[src/rtl/project_selector.sv]
// Project activation controller: Wishbone register window plus a
// break-before-make sequencer for the per-project output enables.

// Register window: address decode, registered single-cycle ack,
// read mux and write strobes presented during the ack cycle.
module project_selector_regs #(
   parameter logic [31:0] BASE_ADDR   = 32'h3000_0100,
   parameter int          GUARD_RESET = 4
) (
   input  logic        clk_sys,
   input  logic        rst_b,
   input  logic        stb,
   input  logic        cyc,
   input  logic        we,
   input  logic [3:0]  sel,
   input  logic [31:0] wdata,
   input  logic [31:0] adr,
   output logic        ack,
   output logic [31:0] rdata,
   input  logic [7:0]  req_idx,
   input  logic [7:0]  cur_idx,
   input  logic        busy,
   input  logic        err,
   input  logic        override,
   output logic        wr_ctrl,
   output logic        wr_clr,
   output logic [7:0]  wr_val,
   output logic [7:0]  guard
);
   localparam logic [1:0] OFF_CTRL   = 2'd0;
   localparam logic [1:0] OFF_STATUS = 2'd1;
   localparam logic [1:0] OFF_GUARD  = 2'd2;
   localparam logic [1:0] OFF_CLR    = 2'd3;

   logic        addr_hit;
   logic        bus_req;
   logic        wr_pend;
   logic        wr_en;
   logic [1:0]  wr_off;
   logic [31:0] rd_mux;
   logic        unused_bits;

   // Only byte 0 carries register content; the rest of the bus is ignored.
   assign unused_bits = ^{sel[3:1], wdata[31:8], adr[1:0]};

   assign addr_hit = (adr[31:4] == BASE_ADDR[31:4]);
   // The ~ack term forces an idle cycle after every ack.
   assign bus_req  = stb & cyc & addr_hit & ~ack;
   assign wr_en    = ack & wr_pend;
   assign wr_ctrl  = wr_en & (wr_off == OFF_CTRL);
   assign wr_clr   = wr_en & (wr_off == OFF_CLR);

   // Read mux, sampled at the request edge.
   always_comb begin
      rd_mux = '0;
      case (adr[3:2])
         OFF_CTRL:   rd_mux = {24'd0, req_idx};
         OFF_STATUS: rd_mux = {21'd0, override, err, busy, cur_idx};
         OFF_GUARD:  rd_mux = {24'd0, guard};
         default:    rd_mux = '0;
      endcase
   end

   // Registered ack/read data; write intent is latched for the ack cycle.
   always_ff @(posedge clk_sys or negedge rst_b) begin
      if (!rst_b) begin
         ack     <= 1'b0;
         rdata   <= '0;
         wr_pend <= 1'b0;
         wr_off  <= OFF_CTRL;
         wr_val  <= '0;
      end else begin
         ack   <= bus_req;
         rdata <= (bus_req && !we) ? rd_mux : '0;
         if (bus_req) begin
            wr_pend <= we & sel[0];
            wr_off  <= adr[3:2];
            wr_val  <= wdata[7:0];
         end
      end
   end

   // Guard length register; zero would mean no break, so it becomes one.
   always_ff @(posedge clk_sys or negedge rst_b) begin
      if (!rst_b) begin
         guard <= 8'(GUARD_RESET);
      end else if (wr_en && (wr_off == OFF_GUARD)) begin
         guard <= (wr_val == 8'd0) ? 8'd1 : wr_val;
      end
   end
endmodule

// state | meaning
// IDLE  | no project enabled, CUR = 8'hFF
// GUARD | all enables low, counter running toward the new target
// ON    | project CUR enabled (one-hot)
module project_selector #(
   parameter int          NUM_PROJECTS = 3,
   parameter logic [31:0] BASE_ADDR    = 32'h3000_0100,
   parameter int          GUARD_RESET  = 4
) (
   input  logic                    wb_clk_i,
   input  logic                    wb_rst_n_i,
   input  logic                    wbs_stb_i,
   input  logic                    wbs_cyc_i,
   input  logic                    wbs_we_i,
   input  logic [3:0]              wbs_sel_i,
   input  logic [31:0]             wbs_dat_i,
   input  logic [31:0]             wbs_adr_i,
   output logic                    wbs_ack_o,
   output logic [31:0]             wbs_dat_o,
   input  logic                    la_override_i,
   input  logic [NUM_PROJECTS-1:0] la_active_i,
   output logic [NUM_PROJECTS-1:0] active_o,
   output logic                    busy_o
);
   localparam logic [7:0] NUM_P8   = 8'(NUM_PROJECTS);
   localparam logic [7:0] IDX_NONE = 8'hFF;

   typedef enum logic [1:0] {ST_IDLE, ST_GUARD, ST_ON} state_t;

   state_t     state;
   logic [7:0] cur;
   logic [7:0] target;
   logic [7:0] req;
   logic [7:0] cnt;
   logic       err;
   logic       ovr_q;

   logic       wr_ctrl;
   logic       wr_clr;
   logic [7:0] wr_val;
   logic [7:0] guard;
   logic       val_ok;
   logic       ovr_any;
   logic       ctrl_ok;
   logic       ctrl_bad;
   logic       switch_go;

   function automatic logic [NUM_PROJECTS-1:0] onehot(input logic [7:0] idx);
      logic [NUM_PROJECTS-1:0] v;
      v = '0;
      for (int i = 0; i < NUM_PROJECTS; i++) begin
         if (idx == 8'(i)) v[i] = 1'b1;
      end
      return v;
   endfunction

   project_selector_regs #(
      .BASE_ADDR   (BASE_ADDR),
      .GUARD_RESET (GUARD_RESET)
   ) u_regs (
      .clk_sys  (wb_clk_i),
      .rst_b    (wb_rst_n_i),
      .stb      (wbs_stb_i),
      .cyc      (wbs_cyc_i),
      .we       (wbs_we_i),
      .sel      (wbs_sel_i),
      .wdata    (wbs_dat_i),
      .adr      (wbs_adr_i),
      .ack      (wbs_ack_o),
      .rdata    (wbs_dat_o),
      .req_idx  (req),
      .cur_idx  (cur),
      .busy     (busy_o),
      .err      (err),
      .override (la_override_i),
      .wr_ctrl  (wr_ctrl),
      .wr_clr   (wr_clr),
      .wr_val   (wr_val),
      .guard    (guard)
   );

   // A request is refused while overridden (including the release cycle,
   // which starts its own guard) or while a switch is still in flight.
   assign val_ok    = (wr_val == IDX_NONE) || (wr_val < NUM_P8);
   assign ovr_any   = la_override_i | ovr_q;
   assign ctrl_ok   = wr_ctrl & ~ovr_any & (state != ST_GUARD) & val_ok;
   assign ctrl_bad  = wr_ctrl & ~ctrl_ok;
   assign switch_go = ctrl_ok & (wr_val != cur);

   // Sequencer: enables always pass through a full guard of zeros.
   always_ff @(posedge wb_clk_i or negedge wb_rst_n_i) begin
      if (!wb_rst_n_i) begin
         state    <= ST_IDLE;
         cur      <= IDX_NONE;
         target   <= IDX_NONE;
         req      <= IDX_NONE;
         cnt      <= '0;
         err      <= 1'b0;
         ovr_q    <= 1'b0;
         active_o <= '0;
         busy_o   <= 1'b0;
      end else begin
         ovr_q <= la_override_i;

         if (wr_clr) begin
            err <= 1'b0;
         end else if (ctrl_bad) begin
            err <= 1'b1;
         end

         if (ctrl_ok) begin
            req <= wr_val;
         end

         if (la_override_i) begin
            active_o <= la_active_i;
         end else if (ovr_q) begin
            state    <= ST_GUARD;
            target   <= cur;
            cnt      <= guard;
            active_o <= '0;
            busy_o   <= 1'b1;
         end else begin
            case (state)
               ST_IDLE, ST_ON: begin
                  if (switch_go) begin
                     state    <= ST_GUARD;
                     target   <= wr_val;
                     cnt      <= guard;
                     active_o <= '0;
                     busy_o   <= 1'b1;
                  end
               end
               ST_GUARD: begin
                  if (cnt == 8'd1) begin
                     cur    <= target;
                     busy_o <= 1'b0;
                     if (target == IDX_NONE) begin
                        state    <= ST_IDLE;
                        active_o <= '0;
                     end else begin
                        state    <= ST_ON;
                        active_o <= onehot(target);
                     end
                  end else begin
                     cnt <= cnt - 8'd1;
                  end
               end
               default: begin
                  state    <= ST_IDLE;
                  active_o <= '0;
                  busy_o   <= 1'b0;
               end
            endcase
         end
      end
   end
endmodule

[config.mk]
export PLATFORM = sky130hd
export DESIGN_NAME = project_selector
export DESIGN_NICKNAME = d
export VERILOG_FILES = /design/src/rtl/project_selector.sv
export SDC_FILE = /design/constraint.sdc
export NUM_CORES = 1
export LEC_CHECK = 0
export BUFFER_PORTS_ARGS = -buffer_cell sky130_fd_sc_hd__clkbuf_2
export CAP_MARGIN = 20
export CORE_MARGIN = 4
export CORE_UTILIZATION = 55
export CTS_CLUSTER_DIAMETER = 30
export DETAILED_ROUTE_END_ITERATION = 7
export HOLD_SLACK_MARGIN = 0.05
export PLACE_DENSITY_LB_ADDON = 0.1
export SLEW_MARGIN = 20
export SYNTH_ARGS = -nofsm -noshare
export SYNTH_HDL_FRONTEND = slang
export SYNTH_HIERARCHICAL = 1
export SYNTH_SLANG_ARGS = --single-unit
[constraint.sdc]
create_clock -name wb_clk_i -period 7.1 [get_ports wb_clk_i]
set_input_delay 0.71 -clock wb_clk_i [delete_from_list [all_inputs] [get_ports wb_clk_i]]
set_output_delay 0.71 -clock wb_clk_i [all_outputs]
set_load 0.005 [all_outputs]
# Yosys cells after proc, flatten, opt, wreduce, memory -nomap -nowiden
# Index checks and enable logic that the tools add are counted.
dict set report totals {
  ff_bits 92
  inputBits 77
  out_inout_bits 37
  word_cells 103
}
dict set report op_classes {
  addsub 1
  n_lt_le_gt_ge 1
  n_eq_ne 19
  muxes 30
  bitwise 18
  reduce_logical 19
}
# op n
set ops {}
lappend ops {{2-to-1 mux 8 bit} 7}
lappend ops {{case mux 11 bit (3 select lines)} 1}
lappend ops {{equality test 28 x 26 -> 1 bit (second input constant)} 1}
lappend ops {{equality test 8 x 1 -> 1 bit (second input constant)} 2}
lappend ops {{equality test 8 bit (second input constant)} 2}
lappend ops {{logical NOT 8 bit} 2}
lappend ops {{case mux 8 bit (2 select lines)} 1}
lappend ops {{2-to-1 mux 3 bit} 5}
lappend ops {{AND 1 bit} 12}
lappend ops {{2-to-1 mux 11 bit} 1}
lappend ops {{inequality test 3 bit (second input constant)} 3}
lappend ops {{equality test 2 bit (second input constant)} 4}
lappend ops {{equality test 8 x 2 -> 1 bit (second input constant)} 1}
lappend ops {{< comparator 8 x 2 -> 1 bit (second input constant)} 1}
lappend ops {{2-to-1 mux 1 bit} 8}
lappend ops {{2-to-1 mux 2 bit} 4}
lappend ops {{inequality test 4 bit (second input constant)} 2}
lappend ops {{inequality test 8 bit} 1}
lappend ops {{AND reduction 4 bit} 2}
lappend ops {{subtractor 8 x 1 -> 8 bit (second input constant)} 1}
lappend ops {{logical NOT 2 bit} 3}
lappend ops {{case mux 3 bit (2 select lines)} 1}
lappend ops {{AND reduction 3 bit} 2}
lappend ops {{nonzero test 2 bit} 3}
lappend ops {{12 further kinds} 18}

# Logic depth before layout (Yosys ltp)
# Gate-level depths: netlist of the first run.
dict set report logic_depth {
  depth_word 10
  ltp_mapped 9
  depth_no_buf 8
}

# Cells and area by module
# Netlist of the first run, hierarchy kept.
# module n_inst cells_per_inst area_per_inst_um2 seq_area_each_um2
set by_module_without_submodules {}
lappend by_module_without_submodules {project_selector 1 206 2164.6 1031.0}
lappend by_module_without_submodules {project_selector_regs 1 136 1682.9 777.0}

# Worst setup path before layout of the first run
# No wires, ideal clock.
dict set report synth_timing {
  path_kind {reg-to-reg}
  from {reg u_regs.wr_val[5]}
  to {reg cnt[1]}
  setup_time_ps 79
  t_arrival_ps 2193
  required_time_ps 7021
  path_slack_ps 4828
  path_stages_with_launch 8
  path_buffers 1
  synth_period_minus_slack_ps 2272
  cell_sequence {dfrtp_1 > or4_1 > a2111oi_2 > o2111ai_1 > o21ai_4 > and3_1 > buf_6 > mux2i_1}
}
dict set report synth_via {
  elab_chain_cells 6
  elab_cells_between_ends 8
  cone_classes {order compare (1); eq/ne (3); bitwise (2); reduce/logical (2)}
}
# item line_no
set synth_lines {}
lappend synth_lines {{from (decl)} 27} ;# output logic [7:0] wr_val,
lappend synth_lines {{from (signal assigned)} 78} ;# wr_val <= wdata[7:0];
lappend synth_lines {{< comparator 8 x 2 -> 1 bit or equality test 8 bit (tied branches)} 176} ;# assign val_ok = (wr_val == IDX_NONE) || (wr_val < NUM_P8);
lappend synth_lines {{logical OR 1 bit} 176}
lappend synth_lines {{AND 1 bit} 178} ;# assign ctrl_ok = wr_ctrl & ~ovr_any & (state != ST_GUARD) & val_ok;
lappend synth_lines {{AND 1 bit *} 180} ;# assign switch_go = ctrl_ok & (wr_val != cur);
lappend synth_lines {{inequality test 3 bit (no source line) *} --}
lappend synth_lines {{AND reduction 4 bit (no source line) *} --}
lappend synth_lines {{to (signal assigned)} 212} ;# cnt <= guard;
lappend synth_lines {{to (signal assigned)} 221} ;# cnt <= guard;
lappend synth_lines {{to (signal assigned)} 238} ;# cnt <= cnt - 8'd1;
lappend synth_lines {{to (decl)} 126} ;# logic [7:0] cnt;
# Mark *: on every way between the ends. The rest lies on a longest branch, timed or not.
# A chain may end at the register's enable or synchronous reset.

# Final worst setup path of the first run
dict set report layout_timing {
  from {reg u_regs.wr_val[5]}
  to {reg target[3]}
}
dict set report layout_via {
  elab_chain_cells 6
  elab_cells_between_ends 8
  cone_classes {order compare (1); eq/ne (2); bitwise (2); reduce/logical (3)}
}
# item line_no
set layout_lines {}
lappend layout_lines {{< comparator 8 x 2 -> 1 bit or equality test 8 bit (tied branches)} 176}
lappend layout_lines {{logical OR 1 bit} 176}
lappend layout_lines {{AND 1 bit} 178}
lappend layout_lines {{AND 1 bit *} 180}
lappend layout_lines {{nonzero test 2 bit (no source line) *} --}
lappend layout_lines {{AND reduction 3 bit (no source line) *} --}
lappend layout_lines {{to (signal assigned)} 211} ;# target <= cur;
lappend layout_lines {{to (signal assigned)} 220} ;# target <= wr_val;
lappend layout_lines {{to (decl)} 124} ;# logic [7:0] target;
# Marks and branches as above.

==> results.sh, run 1 <==
export IMPL_status="completed"
export IMPL_via_count=2895
export IMPL_slew_headroom_pct=38.7
export IMPL_initialDrtViolationCount=167
export IMPL_critical_path_class="flip-flop to flip-flop"
export IMPL_cts_tree="built"
export IMPL_synthSimpleGateAreaFrac_pct=16.2
export IMPL_antenna_left=0
export IMPL_required_ns=7.37
export IMPL_cp_depth=6
export IMPL_crit_path_start_kind="flip-flop"
export IMPL_ir_worst_vdd_mv=0.160
export IMPL_synth_top_family_by_area="simple AND/OR/NAND/NOR gates"
export IMPL_grt_max_degree=72
export IMPL_cts_sinks=71
export IMPL_dieArea_um2=8400
export IMPL_multi_input_area_um2=1830
export IMPL_hpwl_um=5940
export IMPL_critPathMaxFanout=14
export IMPL_grt_pass1_wl_um=13900
export IMPL_grt_overflow=0
export IMPL_grtUsageTotal_pct=21.0
export IMPL_drv_slew=0
export IMPL_fill_cells=547
export IMPL_layoutNonFillerInstCount=503
export IMPL_crit_buf_inv=0
export IMPL_synth_seq_area_share_pct=47.0
export IMPL_fin_tns_setup_ns=0
export IMPL_cp_end_kind="flip-flop"
export IMPL_final_cell_mix="clkbuf_2 (62), dfrtp_1 (46), dfstp_2 (25), nor2_1 (22)"
export IMPL_hold_viol=0
export IMPL_viasPerCell=5.76
export IMPL_p_seq_share_pct=47.4
export IMPL_synth_edf_count=0
export IMPL_muxShareOfSynthArea_pct=11.9
export IMPL_clk_path_buf_depth=2
export IMPL_leakagePower_nw=2.03
export IMPL_crit_chain="or4_1, a2111oi_2, o2111ai_1, nor2_1, nand3_1, o311a_1"
export IMPL_fin_worst_skew_ns=0.00807
export IMPL_antenna_found_initial=0
export IMPL_root_buffer="clkbuf_8"
export IMPL_synthCells=342
export IMPL_nets=481
export IMPL_cts_resized=0
export IMPL_sw_frac_of_total_pct=28.2
export IMPL_intPower_mw=0.726
export IMPL_hold_class="flip-flop to flip-flop"
export IMPL_drive_above_1_share_pct=36.9
export IMPL_power_switching_mw=0.285
export IMPL_gp_congestion=0.826
export IMPL_clk_pin_slew_ns=0.07
export IMPL_cap_violations=0
export IMPL_synth_main_ff_cell="dfrtp_1"
export IMPL_synth_compound_area_share_pct=15.0
export IMPL_area_growth_syn_to_layout_pct=13.2
export IMPL_syn_area_per_cell_um2=11.2
export IMPL_ff2ff_path_depth=6
export IMPL_start_util_pct=56.6
export IMPL_max_stage_delay_ns=0.74
export IMPL_seq_area_um2=1810
export IMPL_netlist_area_um2=3850
export IMPL_post_drt_wl_per_cell_um=16.9
export IMPL_synth_adder_area_share_pct=0.650
export IMPL_period_needed_ns=2.93
export IMPL_cts_htree_levels=3
export IMPL_pwr_share_clk_pct=36.6
export IMPL_dr_pass1_iters=5
export IMPL_share_comb_of_total_power_pct=16.0
export IMPL_ioPinCount=114
export IMPL_cts_post_setup_buffers_inserted=0
export IMPL_power_mw=1.01
export IMPL_grt_pass1_vias=2812
export IMPL_n_antenna_cell=0
export IMPL_dp_cells=487
export IMPL_min_period_over_period_pct=41.3
export IMPL_hold_buffers=0
export IMPL_port_buffers=63
export IMPL_synth_ff_latch_count=71
export IMPL_cts_inserted_buffers=9
export IMPL_drc=0
export IMPL_cpMaxStageDelayCell="nor2_1"
export IMPL_min_path_cells=1
export IMPL_fmax_mhz=341
export IMPL_die_h_um=91.6
export IMPL_ys_warn_count=6
export IMPL_ys_types=57
export IMPL_insertion_delay_ns=0.34
export IMPL_worst_path_dominant_cell_family="simple AND/OR/NAND/NOR gates"
export IMPL_p_per_area_nw_per_um2=232
export IMPL_synth_xor_area_share_pct=1.82
export IMPL_rsz0062_at_grt="false"
export IMPL_async_reset_ff_share_pct=100
export IMPL_final_common_cell="clkbuf_2"
export IMPL_die_w_um=91.6
export IMPL_worst_pin_slew_ns=0.916
export IMPL_core_um2=6790
export IMPL_finalSetupViolCount=0
export IMPL_rows=30
export IMPL_cp_arrival_ns=3.20
export IMPL_wl_um=8480
-- path summary, 6_finish.rpt --
check | startpoint | end | slack [ns]
max | u_regs/wr_val[5] | target[3] | 4.17
min | req[3] | req[3] | 0.51
max reg2reg | u_regs/wr_val[5] | target[3] | 4.17
min reg2reg | req[3] | req[3] | 0.51
max in group asynchronous | wb_rst_n_i | u_regs/wr_val[7] | 5.98
min in group asynchronous | wb_rst_n_i | u_regs/rdata[5] | 0.55
-- worst register-to-register path: cells and delay by family (launching register included) --
family | cells | cell delay, ns
flops | 1 | 0.48
simple gates | 3 | 1.69
compound gates | 3 | 0.69
-- Yosys cell counts, types with 3 or more instances --
cell type,count,share of area (%)
a31oi_1,9,1.5
o31ai_1,3,0.59
inv_1,8,0.78
buf_4,22,4.3
a21oi_1,21,2.7
xnor2_1,8,1.8
nand2_1,14,1.4
nor4_2,4,1.3
nor2b_1,3,0.49
nand3_1,4,0.52
or4_1,3,0.59
mux2_4,9,3.5
mux2_2,18,5.3
dfrtp_1,46,30
nor4_1,3,0.49
nand2b_1,3,0.49
mux2i_1,12,3.1
nor3_1,7,0.91
nand4_1,6,0.98
a21o_1,7,1.4
clkbuf_1,9,0.88
o21ai_0,11,1.4
and2_1,12,2.0
o22a_1,9,2.0
dfstp_2,25,17
o311a_1,8,2.1
nor4_4,3,1.7
nor2_1,22,2.1
-- stage by stage --
stage	area (um^2)	util [%]	hold WS, ns	setup WS (ns)
2_1_floorplan	3920	-	0.414	4.83
3_5_place_dp	4120	60.7	0.500	4.17
3_3_place_gp	4120	60.7	0.474	4.17
4_1_cts	4350	64.1	0.512	4.16
5_1_grt	4350	64.1	0.524	3.95
6_report	4350	64.1	0.511	4.17
-- cell families after synthesis --
kind of cell / Yosys count
buffers and inverters: 44
DFF: 71
AOI/OAI and AO/OA: 81
and+or+nand+nor: 96
muxes: 39
other: 1
xor gates and xnor gates: 8
adders and majority gates: 2
-- power groups by stage --
stage          clock network, mW  registers (mW)  logic [mW]
2_1_floorplan                  0           0.475       0.124
3_3_place_gp                   0           0.484       0.157
3_5_place_dp                   0           0.486       0.160
4_1_cts                    0.375           0.478       0.161
5_1_grt                    0.396           0.485       0.182
6_report                   0.370           0.479       0.161
-- per-layer routing --
| layer | GRT usage, % | up-vias | share of wire, % | wire [um] |
|---|---|---|---|---|
| li1 | - | 1343 | - | - |
| met1 | 28.2 | 1425 | 42 | 3550 |
| met2 | 33.7 | 114 | 49 | 4200 |
| met3 | 3.12 | 13 | 6.6 | 561 |
| met4 | 9.55 | 0 | 2.0 | 171 |
| met5 | 0 | - | 0 | 0 |
-- state kept, by name, summed over array words and instances, names as in the netlist --
register,flops
u_regs/rdata,11
cnt,8
cur,8
req,8
target,8
u_regs/guard,8
u_regs/wr_val,8
active_o,3
state,2
u_regs/wr_off,2
busy_o,1
err,1
ovr_q,1
u_regs/ack,1
u_regs/wr_pend,1
-- cell type report --
class	instances	share of cell area, %
clock buffer	11	3.48
clock inverter	5	1.84
inverter	8	0.690
multi-input combinational	247	42.1
sequential	71	41.5
tap	96	2.76
timing repair buffer	65	7.59
(Power assumes the default switching activity.)
==> inputs of run 2 (changes only) <==
- ABC_AREA: unset -> 1
- CORE_UTILIZATION: 55 -> 53
- clock period: 7.1 -> 2.95 ns (I/O delays scaled with it)
==> results.sh, run 2 <==
export IMPL_whs_ns=0.126
export IMPL_yosysTopAreaCell="dfrtp_1"
export IMPL_grt_overflow=0
export IMPL_cts_sinks=71
export IMPL_period_needed_ns=2.15
export IMPL_cp_end_kind="flip-flop"
export IMPL_intPower_mw=1.82
export IMPL_synth_xor_area_share_pct=1.09
export IMPL_crit_chain="nand2_1, nor3_1, nand3_2, a21oi_4, nand2_2, nand3_2, nand2_4, nand2_1, nand2_1"
export IMPL_synth_area_leaders="dfrtp_1 (29%), nand2_1 (17%), dfstp_2 (16%), inv_1 (6.2%), nand3_1 (5.4%)"
export IMPL_ioPinCount=114
export IMPL_drive_above_1_share_pct=21.2
export IMPL_r2r_start="u_regs/ack"
export IMPL_leakagePower_nw=2.36
export IMPL_rsz0062_at_grt="false"
export IMPL_root_buffer="clkbuf_8"
export IMPL_insertion_delay_ns=0.35
export IMPL_cts_post_setup_buffers_inserted=0
export IMPL_ys_top_cells_by_count="nand2_1 (186), inv_1 (66), nor2_1 (52)"
export IMPL_ir_worst_vdd_mv=0.273
export IMPL_synthCells=541
export IMPL_worst_pin_slew_ns=0.867
export IMPL_grtUsageTotal_pct=21.5
export IMPL_slew_headroom_pct=42.2
export IMPL_required_ns=3.23
export IMPL_fmax_mhz=466
export IMPL_grt_pass1_vias=3264
export IMPL_synth_edf_count=0
export IMPL_cpMaxStageDelayCell="dfrtp_1"
export IMPL_die_w_um=95.0
export IMPL_cts_resized=0
export IMPL_antenna_found_initial=0
export IMPL_port_buffers=63
export IMPL_status="completed"
export IMPL_viasPerCell=4.89
export IMPL_cp_common_cell="nand2_1"
export IMPL_synth_ff_latch_count=71
export IMPL_setup_worst_path_start="u_regs/ack"
export IMPL_top_register="u_regs/rdata"
export IMPL_antenna_left=0
export IMPL_final_cell_mix="nand2_1 (186), inv_1 (66), clkbuf_2 (62), nor2_1 (52), dfrtp_1 (46)"
export IMPL_max_stage_delay_ns=0.39
export IMPL_synth_top_family_by_area="simple AND/OR/NAND/NOR gates"
export IMPL_hold_class="input pin to async pin"
export IMPL_core_um2=7290
export IMPL_gp_congestion=0.856
export IMPL_synth_main_ff_cell="dfrtp_1"
export IMPL_dr_pass1_iters=5
export IMPL_nets=682
export IMPL_netlist_area_um2=4020
export IMPL_syn_area_per_cell_um2=7.42
export IMPL_rows=31
export IMPL_area_growth_syn_to_layout_pct=12.4
export IMPL_via_count=3460
export IMPL_clk_path_buf_depth=2
export IMPL_final_common_cell="nand2_1"
export IMPL_ys_types=33
export IMPL_finalSetupViolCount=0
export IMPL_async_reset_ff_share_pct=100
export IMPL_drv_slew=0
export IMPL_critPathMaxFanout=20
export IMPL_fin_worst_skew_ns=0.0117
export IMPL_critical_path_class="flip-flop to flip-flop"
export IMPL_min_period_over_period_pct=72.8
export IMPL_initialDrtViolationCount=146
export IMPL_final_util_pct=61.9
export IMPL_cts_tree="built"
export IMPL_synth_compound_area_share_pct=6.48
export IMPL_worst_slack_ns=0.803
export IMPL_grt_max_degree=72
export IMPL_synth_adder_area_share_pct=0.623
export IMPL_n_antenna_cell=0
export IMPL_cts_htree_levels=3
export IMPL_power_switching_mw=0.912
export IMPL_pwr_share_clk_pct=32.6
export IMPL_die_h_um=95.0
export IMPL_fin_tns_setup_ns=0
export IMPL_hpwl_um=6630
export IMPL_cap_violations=0
export IMPL_p_seq_share_pct=42.7
export IMPL_synth_top_area_share_pct=28.7
export IMPL_cts_inserted_buffers=9
export IMPL_p_per_area_nw_per_um2=605
export IMPL_cp_arrival_ns=2.43
export IMPL_grt_pass1_wl_um=15100
export IMPL_share_comb_of_total_power_pct=24.7
export IMPL_dieArea_um2=9030
export IMPL_synth_seq_area_share_pct=45.0
export IMPL_ys_warn_count=6
export IMPL_clk_pin_slew_ns=0.08
export IMPL_hold_viol=0
export IMPL_synth_most_common_cell="nand2_1"
export IMPL_largest_reg_flops=11
export IMPL_drc=0
export IMPL_crit_path_start_kind="flip-flop"
export IMPL_wl_um=8780
export IMPL_post_drt_wl_per_cell_um=12.4
export IMPL_dp_slack_ns=0.818
export IMPL_hold_buffers=0
export IMPL_fill_cells=691
export IMPL_synthSimpleGateAreaFrac_pct=33.3
export IMPL_start_util_pct=55.1
export IMPL_muxShareOfSynthArea_pct=0.561
export IMPL_power_mw=2.73
export IMPL_sw_frac_of_total_pct=33.4
run 2: cell count changes after synthesis, moves of 12 or more:
cell / before / now
and2_1: 12 / 0
inv_1: 8 / 66
mux2_2: 18 / 2
mux2i_1: 12 / 0
nand2_1: 14 / 186
nand3_1: 4 / 43
nor2_1: 22 / 52
o21ai_0: 11 / 30
run 2: metrics by stage:
step	area, um^2	instances
floorplan	4090	561
global placement	4280	691
detailed placement	4280	691
CTS	4510	707
global route	4510	707
finish	4510	707
run 2: path summary, 6_finish.rpt:
check	to	slack [ns]	cells after the start
worst max-delay path	target[7]	0.80	9
worst min-delay path	u_regs/rdata[9]	0.13	2
worst max register to register	target[7]	0.80	9
worst min register to register	u_regs/wr_pend	0.48	2
max in group asynchronous	active_o[2]	2.23	2
min in group wb_clk_i	u_regs/wr_val[0]	0.17	3
run 2: power by group through the flow:
| stage | clock [mW] | sequential, mW | combinational, mW |
|---|---|---|---|
| 2_1_floorplan | 0 | 1.15 | 0.549 |
| 3_3_place_gp | 0 | 1.18 | 0.662 |
| 3_5_place_dp | 0 | 1.18 | 0.679 |
| 4_1_cts | 0.903 | 1.16 | 0.680 |
| 5_1_grt | 0.939 | 1.18 | 0.795 |
| 6_report | 0.889 | 1.16 | 0.675 |
run 2: kinds of logic (layout without fill, tap and decap cells):
logic type                 count (synthesis)  count (layout)
AOI/OAI and AO/OA                         47              47
xor gates and xnor gates                   5               5
other                                      1              21
muxes                                      2               2
adders and majority gates                  2               2
buffers and inverters                    102             149
DFF                                       71              71
and+or+nand+nor                          311             311
run 2: per-layer routing:
layer  track usage [%]  vias to the layer above  wire length, um
met2              35.5                       87             4230
met4              6.73                        0              144
met1              28.1                     1604             3940
li1                  -                     1754                -
met5                 0                        -                0
met3              4.97                       15              462
run 2: worst max-delay path: cells and delay by family (launching register included):
kind / cells / cell delay [ns]
AO/OA/AOI/OAI: 1 / 0.28
AND/OR/NAND/NOR: 8 / 1.39
flip-flops: 1 / 0.39
run 2: cell type report:
type	instances	area (um^2)	share of cell area, %
Clock inverter	6	91.3	2.02
Timing Repair Buffer	64	323	7.15
Multi-Input combinational cell	388	1770	39.2
Tap cell	99	124	2.75
Clock buffer	10	138	3.05
Sequential cell	71	1810	40.1
Inverter	69	259	5.74
